==> src/rtl/share_config_hub.sv <==
// Shared configuration register hub: decodes the byte-wide config write bus into
// double-buffered device config ports, sync pulses, buzzer, LEDs and a read-back mux.
// Build option: SHARE_CFG_OVF_EN keeps overflowing commits out and records sticky OVF flags.
//
// Device port handshake: a word transfers on any edge where DEV_CFG_VALID[d] and
// DEV_CFG_READY[d] are both 1; while VALID=1 and READY=0, DEV_CFG_DATA and VALID
// hold steady, except that with SHARE_CFG_OVF_EN undefined an overflowing commit
// replaces the pending word.
module share_config_hub #(
  parameter int NUM_DEV  = 3,
  parameter int BYTES    = 3,
  parameter int SYNC_CH  = 2,
  parameter int SYNC_LEN = 4,
  parameter int BUZ_TICK = 1000
) (
  input  logic                       CLK_LOW,
  input  logic                       RST_N,
  input  logic [2:0]                 HW_REV,
  input  logic                       SHARE_CONFIG_WE,
  input  logic [7:0]                 SHARE_CONFIG_ADDR,
  input  logic [7:0]                 SHARE_CONFIG_DATA,
  input  logic [7:0]                 READ_REG_ADDR,
  output logic [7:0]                 READ_BACK_DATA,
  input  logic [7:0]                 KEY_VALUE,
  input  logic                       INPUT_CLK_VALID,
  input  logic [SYNC_CH-1:0]         LOAD_PROTECT,
  output logic [SYNC_CH-1:0]         CH_SYNC_N,
  output logic [4:0]                 LED_DATA,
  output logic                       BUZZER_SEL,
  output logic                       BUZZER_EN,
  output logic [NUM_DEV*8*BYTES-1:0] DEV_CFG_DATA,
  output logic [NUM_DEV-1:0]         DEV_CFG_VALID,
  input  logic [NUM_DEV-1:0]         DEV_CFG_READY
);

  localparam int W  = 8 * BYTES;
  localparam int CW = $clog2(SYNC_LEN + 1);
  localparam int TW = 8 + $clog2(BUZ_TICK);

  localparam logic [7:0] ADDR_SYNC    = 8'h04;
  localparam logic [7:0] ADDR_LED     = 8'h0A;
  localparam logic [7:0] ADDR_BUZ_SEL = 8'h30;
  localparam logic [7:0] ADDR_BUZ_DUR = 8'h31;
  localparam logic [7:0] ADDR_OVF     = 8'hC9;

  logic [W-1:0]       asm_q    [NUM_DEV];
  logic [W-1:0]       hold_q   [NUM_DEV];
  logic [W-1:0]       merged   [NUM_DEV];
  logic [NUM_DEV-1:0] valid_q;
  logic [NUM_DEV-1:0] commit;
  logic [NUM_DEV-1:0] ovf_bits;
  logic [CW-1:0]      sync_cnt [SYNC_CH];
  logic [TW-1:0]      buz_timer;

  // The committing byte is merged here so the hold register takes the full word in one edge.
  always_comb begin
    for (int d = 0; d < NUM_DEV; d++) begin
      commit[d] = SHARE_CONFIG_WE && (SHARE_CONFIG_ADDR == 8'(16 + 4 * d + BYTES - 1));
      merged[d] = asm_q[d];
      merged[d][8*(BYTES-1) +: 8] = SHARE_CONFIG_DATA;
    end
  end

  always_ff @(posedge CLK_LOW or negedge RST_N) begin
    if (!RST_N) begin
      valid_q <= '0;
      for (int d = 0; d < NUM_DEV; d++) begin
        asm_q[d]  <= '0;
        hold_q[d] <= '0;
      end
    end else begin
      for (int d = 0; d < NUM_DEV; d++) begin
        for (int b = 0; b < BYTES; b++) begin
          if (SHARE_CONFIG_WE && (SHARE_CONFIG_ADDR == 8'(16 + 4 * d + b)))
            asm_q[d][8*b +: 8] <= SHARE_CONFIG_DATA;
        end
        if (commit[d]) begin
          if (!valid_q[d] || DEV_CFG_READY[d]) begin
            hold_q[d]  <= merged[d];
            valid_q[d] <= 1'b1;
          end else begin
`ifdef SHARE_CFG_OVF_EN
            hold_q[d] <= hold_q[d];
`else
            hold_q[d] <= merged[d];
`endif
          end
        end else if (valid_q[d] && DEV_CFG_READY[d]) begin
          valid_q[d] <= 1'b0;
        end
      end
    end
  end

`ifdef SHARE_CFG_OVF_EN
  logic [NUM_DEV-1:0] ovf_q;
  logic [NUM_DEV-1:0] ovf_set;
  logic [NUM_DEV-1:0] ovf_clr;

  assign ovf_set = commit & valid_q & ~DEV_CFG_READY;
  assign ovf_clr = (SHARE_CONFIG_WE && SHARE_CONFIG_ADDR == ADDR_OVF) ?
                   SHARE_CONFIG_DATA[NUM_DEV-1:0] : '0;

  // A new overflow wins over a clear on the same edge.
  always_ff @(posedge CLK_LOW or negedge RST_N) begin
    if (!RST_N) ovf_q <= '0;
    else        ovf_q <= (ovf_q & ~ovf_clr) | ovf_set;
  end
  assign ovf_bits = ovf_q;
`else
  assign ovf_bits = '0;
`endif

  always_comb begin
    DEV_CFG_DATA = '0;
    for (int d = 0; d < NUM_DEV; d++) DEV_CFG_DATA[d*W +: W] = hold_q[d];
  end
  assign DEV_CFG_VALID = valid_q;

  always_ff @(posedge CLK_LOW or negedge RST_N) begin
    if (!RST_N) begin
      for (int i = 0; i < SYNC_CH; i++) sync_cnt[i] <= '0;
    end else begin
      for (int i = 0; i < SYNC_CH; i++) begin
        if (SHARE_CONFIG_WE && SHARE_CONFIG_ADDR == ADDR_SYNC && SHARE_CONFIG_DATA[i])
          sync_cnt[i] <= CW'(SYNC_LEN);
        else if (sync_cnt[i] != '0)
          sync_cnt[i] <= sync_cnt[i] - CW'(1);
      end
    end
  end

  always_comb begin
    CH_SYNC_N = '1;
    for (int i = 0; i < SYNC_CH; i++) CH_SYNC_N[i] = (sync_cnt[i] == '0);
  end

  always_ff @(posedge CLK_LOW or negedge RST_N) begin
    if (!RST_N) begin
      LED_DATA   <= '0;
      BUZZER_SEL <= 1'b0;
      buz_timer  <= '0;
    end else begin
      if (SHARE_CONFIG_WE && SHARE_CONFIG_ADDR == ADDR_LED)
        LED_DATA <= SHARE_CONFIG_DATA[4:0];
      if (SHARE_CONFIG_WE && SHARE_CONFIG_ADDR == ADDR_BUZ_SEL)
        BUZZER_SEL <= SHARE_CONFIG_DATA[0];
      if (SHARE_CONFIG_WE && SHARE_CONFIG_ADDR == ADDR_BUZ_DUR)
        buz_timer <= TW'(SHARE_CONFIG_DATA) * TW'(BUZ_TICK);
      else if (buz_timer != '0)
        buz_timer <= buz_timer - TW'(1);
    end
  end
  assign BUZZER_EN = (buz_timer != '0);

  always_ff @(posedge CLK_LOW or negedge RST_N) begin
    if (!RST_N) begin
      READ_BACK_DATA <= '0;
    end else begin
      case (READ_REG_ADDR)
        8'hB0:   READ_BACK_DATA <= KEY_VALUE;
        8'hB1:   READ_BACK_DATA <= {8{INPUT_CLK_VALID}};
        8'hC0:   READ_BACK_DATA <= {5'b0, HW_REV};
        8'hC4:   READ_BACK_DATA <= 8'(LOAD_PROTECT);
        8'hC8:   READ_BACK_DATA <= 8'(valid_q);
        ADDR_OVF: READ_BACK_DATA <= 8'(ovf_bits);
        default: READ_BACK_DATA <= READ_BACK_DATA;
      endcase
    end
  end

endmodule

==> config.mk <==
export PLATFORM = sky130hd
export DESIGN_NAME = share_config_hub
export DESIGN_NICKNAME = d
export VERILOG_FILES = /design/src/rtl/share_config_hub.sv
export SDC_FILE = /design/constraint.sdc
export NUM_CORES = 1
export LEC_CHECK = 0
export BUFFER_PORTS_ARGS = -buffer_cell sky130_fd_sc_hd__buf_2
export CAP_MARGIN = 10
export CORE_MARGIN = 8
export CORE_UTILIZATION = 60
export DETAILED_ROUTE_END_ITERATION = 12
export GPL_TIMING_DRIVEN = 0
export PLACE_DENSITY_LB_ADDON = 0.25
export SETUP_SLACK_MARGIN = 0.3
export SYNTH_ARGS = -nofsm -noshare
export SYNTH_HDL_FRONTEND = slang
export SYNTH_SLANG_ARGS = --single-unit
==> constraint.sdc <==
create_clock -name CLK_LOW -period 3.7 [get_ports CLK_LOW]
set_input_delay 0 -clock CLK_LOW [delete_from_list [all_inputs] [get_ports CLK_LOW]]
set_output_delay 0 -clock CLK_LOW [all_outputs]
set_load 0.02 [all_outputs]
# Word-level counts from Yosys, hierarchy flattened
# Cells that the tools add are included.
# classes
order_cmp,0
n_reduce_logical,39
addsub,3
eq_ne,22
shift,0
multipliers,1
div_mod_pow,0
n_bitwise,0
mux,16
# ops
operator,n
"8-bit by 5-bit == test with 1-bit output, second input constant",9
"8-bit == test, second input constant",6
8-bit case mux with 6 select lines,1
18-bit two-way mux,2
1-bit logical AND,18
18-bit nonzero test,1
"18-bit by 1-bit subtractor with 18-bit output, second input constant",1
"8-bit by 6-bit == test with 1-bit output, second input constant",2
"8-bit by 7-bit multiplier with 15-bit output, second input constant",1
3-bit two-way mux,4
2-bit nonzero test,6
1-bit two-way mux,9
"8-bit by 3-bit == test with 1-bit output, second input constant",1
"8-bit by 4-bit == test with 1-bit output, second input constant",1
3-bit zero test,2
"2-bit by 1-bit inequality test with 1-bit output, second input constant",3
2-bit AND reduction,3
3-bit nonzero test,2
6-bit nonzero test,1
"3-bit by 1-bit subtractor with 3-bit output, second input constant",2
1-bit zero test,3
1-bit logical OR,3
# totals
latchBits,0
reg_bits,161
ramBits,0
rom_bits,0
input_bits,44
mem_count,0
output_inout_bits,92
wordCells,99

# Logic depth before layout (Yosys ltp)
# depth
depth_word,4
mapped_depth,13

# Worst setup path after synthesis
# OpenSTA, ideal clock, no wires.
# synth_timing
path_type,input to register
start,in SHARE_CONFIG_DATA[3]
end,reg buz_timer[17]
setup_time_ps,128
path_slack_ps,370
t_required_ps,3572
t_arrival_ps,3202
stages,12
cell_sequence,inv_1 fa_1 inv_1 fa_1 fa_1 ha_1 ha_1 a21oi_1 o21ai_0 and4_1 a311oi_1 nor3_1
# synth_between
elab_chain_len,2
# synth_lines
item,line_no,rtl
from (decl),21,"input logic [7:0] SHARE_CONFIG_DATA,"
8-bit by 7-bit multiplier with 15-bit output,149,buz_timer <= TW'(SHARE_CONFIG_DATA) * TW'(BUZ_TICK);
18-bit two-way mux,148,if (SHARE_CONFIG_WE && SHARE_CONFIG_ADDR == ADDR_BUZ_DUR)
to (signal assigned),149,
to (signal assigned),151,buz_timer <= buz_timer - TW'(1);
to (decl),53,logic [TW-1:0] buz_timer;
# No other way between the ends.
# A chain may end at the register's enable or synchronous reset.

# Final worst setup path
# layout_timing
start,in SHARE_CONFIG_DATA[2]
end,reg buz_timer[15]
# Same word-level chain as after synthesis.

==> impl_metrics.py <==
metrics = {
    "finish": {
        "fin_area_um2": 10100,
        "num_antenna_cells": 0,
        "nFillCells": 844,
        "regArea_um2": 4030,
        "final_layout_size_suffix_gt1_share_pct": 35.5,
        "nets": 965,
        "multi_input_area_um2": 3840,
        "layout_commonest_cell": "dfrtp_1",
        "final_cell_mix": "161 x dfrtp_1, 129 x buf_2, 103 x mux2_2",
        "fin_util_pct": 76.1,
        "syn2layout_area_growth_pct": 23.7,
    },
    "global_routing": {
        "track_usage_pct": 22.9,
        "grt_pass1_wl_um": 32200,
        "grt_overflow_total": 0,
        "antenna_found_initial": 0,
        "grt_pass1_vias": 6227,
        "grt_start_max_net_pins": 109,
    },
    "detailed_routing": {
        "viasPerCell": 5.71,
        "ant_nets": 0,
        "first_iter_violations": 353,
        "postRouteWirelength_um": 19900,
        "drcViolationCount": 0,
        "drt_pass1_iterations": 5,
        "num_vias": 5959,
        "wire_per_inst_um": 19.1,
    },
    "cts": {
        "clock_sinks": 161,
        "clk_pin_slew_ps": 60,
        "cts_root_buf": "clkbuf_16",
        "htreeDepth": 4,
        "clk_latency_ps": 420,
        "numCtsBuffers": 17,
        "clock_path_buffers": 2,
        "cts_tree": "yes",
    },
    "yosys": {
        "synth_edf_count": 0,
        "netlist_instances": 668,
        "synth_cell_types": 59,
        "synth_area_per_cell_um2": 12.2,
        "synth_compound_area_share_pct": 8.70,
        "ys_async_sr_fraction_pct": 100,
        "syn_nets": 777,
        "synth_adder_area_share_pct": 11.9,
        "synth_xor_area_share_pct": 2.26,
        "synth_seq_cells": 161,
        "yosysWarnings": 0,
        "synth_area_um2": 8140,
        "synth_top_family_by_area": "multiplexers",
        "yosys.area_share.simple_pct": 8.74,
        "ys_seq_area_share_pct": 49.5,
        "yosys_most_used_dff": "dfrtp_1",
        "synth.area.mux_share_pct": 15.1,
    },
    "power_and_ir_drop": {
        "power_frac_comb_pct": 29.2,
        "ir_drop_uv": 361,
        "netSwitchingFraction_pct": 31.8,
        "clkPwrFrac_pct": 33.3,
        "total_power_mw": 5.43,
        "leakagePower_nw": 5.08,
        "p_int_mw": 3.70,
        "switching_power_mw": 1.73,
        "p_per_area_nw_per_um2": 539,
        "pwr-share-seq_pct": 37.5,
    },
    "hold_path": {
        "hold_path_class": "input port to flop",
        "min_from": "HW_REV[0]",
        "whs_path_depth": 4,
        "hold_end": "READ_BACK_DATA[0]",
    },
    "timing": {
        "fin_skew_ps": 9.31,
        "hold_ws_ps": 24.3,
        "drv_slew": 0,
        "setup_viol": 0,
        "hold_violations": 0,
        "worst_slew_pin_slew_ps": 1170,
        "rsz0062_at_grt": "yes",
        "max_slew_margin_pct": 21.5,
        "fin_crit_sh_pct": 88.8,
        "fmax_mhz": 304,
        "fin_tns_setup_ps": 0,
        "period_needed_ps": 3290,
    },
    "worst_setup_path": {
        "cp-end-kind": "flop",
        "regToRegSetupSlack_ps": 940,
        "criticalPathCategory": "input port to flop",
        "reg2reg_to": "buz_timer[13]",
        "arrival_ps": 3600,
        "cp_max_fo": 10,
        "rr_startpoint": "buz_timer[0]",
        "reg2regPathDepth": 10,
        "critPathLaunchType": "input port",
        "critPathRequiredTime_ps": 4010,
    },
    "run_status": {
        "status": "completed",
    },
    "placed_design": {
        "port_buffers": 133,
        "placed_cell_area_um2": 9060,
        "gp_congestion": 0.869,
        "hpwl_um": 13500,
    },
    "floorplanning": {
        "start_util_pct": 61.5,
        "design.portCount": 136,
        "die_h_um": 132,
        "die_w_um": 132,
        "fp.dieArea_um2": 17600,
        "row_count": 42,
        "core_area_um2": 13200,
    },
    "run": {
        "maxCapViolations": 0,
    },
}
area by class of cell:
class | instances | area share (%)
clock inverters | 10 | 1.50
repair buffers | 169 | 10.4
flip-flops and latches | 161 | 40.0
plain buffers | 28 | 1.42
multi-input cells | 435 | 38.1
clock buffers | 21 | 4.57
inverters | 44 | 1.79
well taps | 176 | 2.19
repair_timing:
item | 4_1_cts | 5_1_grt
hold buffers | 24 | 2
gates resized for setup | 13 | 12
hold endpoints to repair | 85 | 4
buffers inserted | 6 | 3
endpoints found under the setup margin | 4 | 5
pin swaps | 0 | 7
kinds of logic after synthesis:
family | Yosys count
AO/OA/AOI/OAI | 112
XOR/XNOR | 21
adder cells (fa/ha/maj) | 65
buffers and inverters | 72
flip-flops | 161
multiplexers | 110
AND/OR/NAND/NOR | 127
synthesized netlist by cell type, types with 14 or more instances:
cell      count  share of area [%]
dfrtp_1     161                 49
mux2_2      103                 14
ha_1         44                6.8
inv_1        44                2.0
nand2_1      36                1.7
o21ai_0      32                2.0
a21oi_1      29                1.8
nor2_1       27                1.2
fa_1         21                5.2
clkbuf_1     19               0.88
a211oi_1     14                1.3
xnor2_1      14                1.5
worst max-delay path by stage:
stage | start | to | cells past startpoint
5_1_grt | SHARE_CONFIG_DATA[4] | buz_timer[17] | 15
6_report | SHARE_CONFIG_DATA[2] | buz_timer[15] | 14
4_1_cts | SHARE_CONFIG_DATA[0] | buz_timer[16] | 14
2_1_floorplan | SHARE_CONFIG_DATA[3] | buz_timer[17] | 12
3_3_place_gp | SHARE_CONFIG_DATA[3] | buz_timer[17] | 13
3_5_place_dp | SHARE_CONFIG_DATA[3] | buz_timer[17] | 13
per-stage QoR:
step,worst slack [ps],instances
after detailed placement,-400,978
after global placement,-348,977
after CTS,323,1039
after global routing,259,1044
final,413,1044
after floorplan,370,668
registers in the layout, indices dropped and copies added, names as in the netlist:
register / count
DEV_CFG_DATA: 72
asm_q: 48
buz_timer: 18
READ_BACK_DATA: 8
sync_cnt: 6
LED_DATA: 5
DEV_CFG_VALID: 3
BUZZER_SEL: 1
metal layers:
| metal | vias up | routed length [um] | track usage, % |
|---|---|---|---|
| li1 | 2727 | - | - |
| met5 | - | 0 | 0 |
| met1 | 2985 | 8370 | 28.0 |
| met2 | 212 | 9630 | 37.8 |
| met3 | 35 | 1460 | 7.12 |
| met4 | 0 | 448 | 8.01 |
worst max-delay path, stage by stage:
cell and delay (ps):
buf_4 180, fa_2 620, xor2_1 150, ha_1 240
inv_1 80, fa_1 430, fa_1 510, inv_1 40
ha_1 330, o21ai_1 120, o211ai_1 330, a41oi_1 210
xnor2_1 160, a21o_1 170
power groups by stage:
stage          Sequential (mW)  Clock [mW]  Combinational [mW]
5_1_grt                   2.06        1.90                1.77
2_1_floorplan             2.10           0               0.992
4_1_cts                   2.03        1.83                1.50
6_report                  2.04        1.81                1.58
3_5_place_dp              2.06           0                1.43
3_3_place_gp              2.05           0                1.36
No activity file was read; power rests on OpenSTA's default activity.
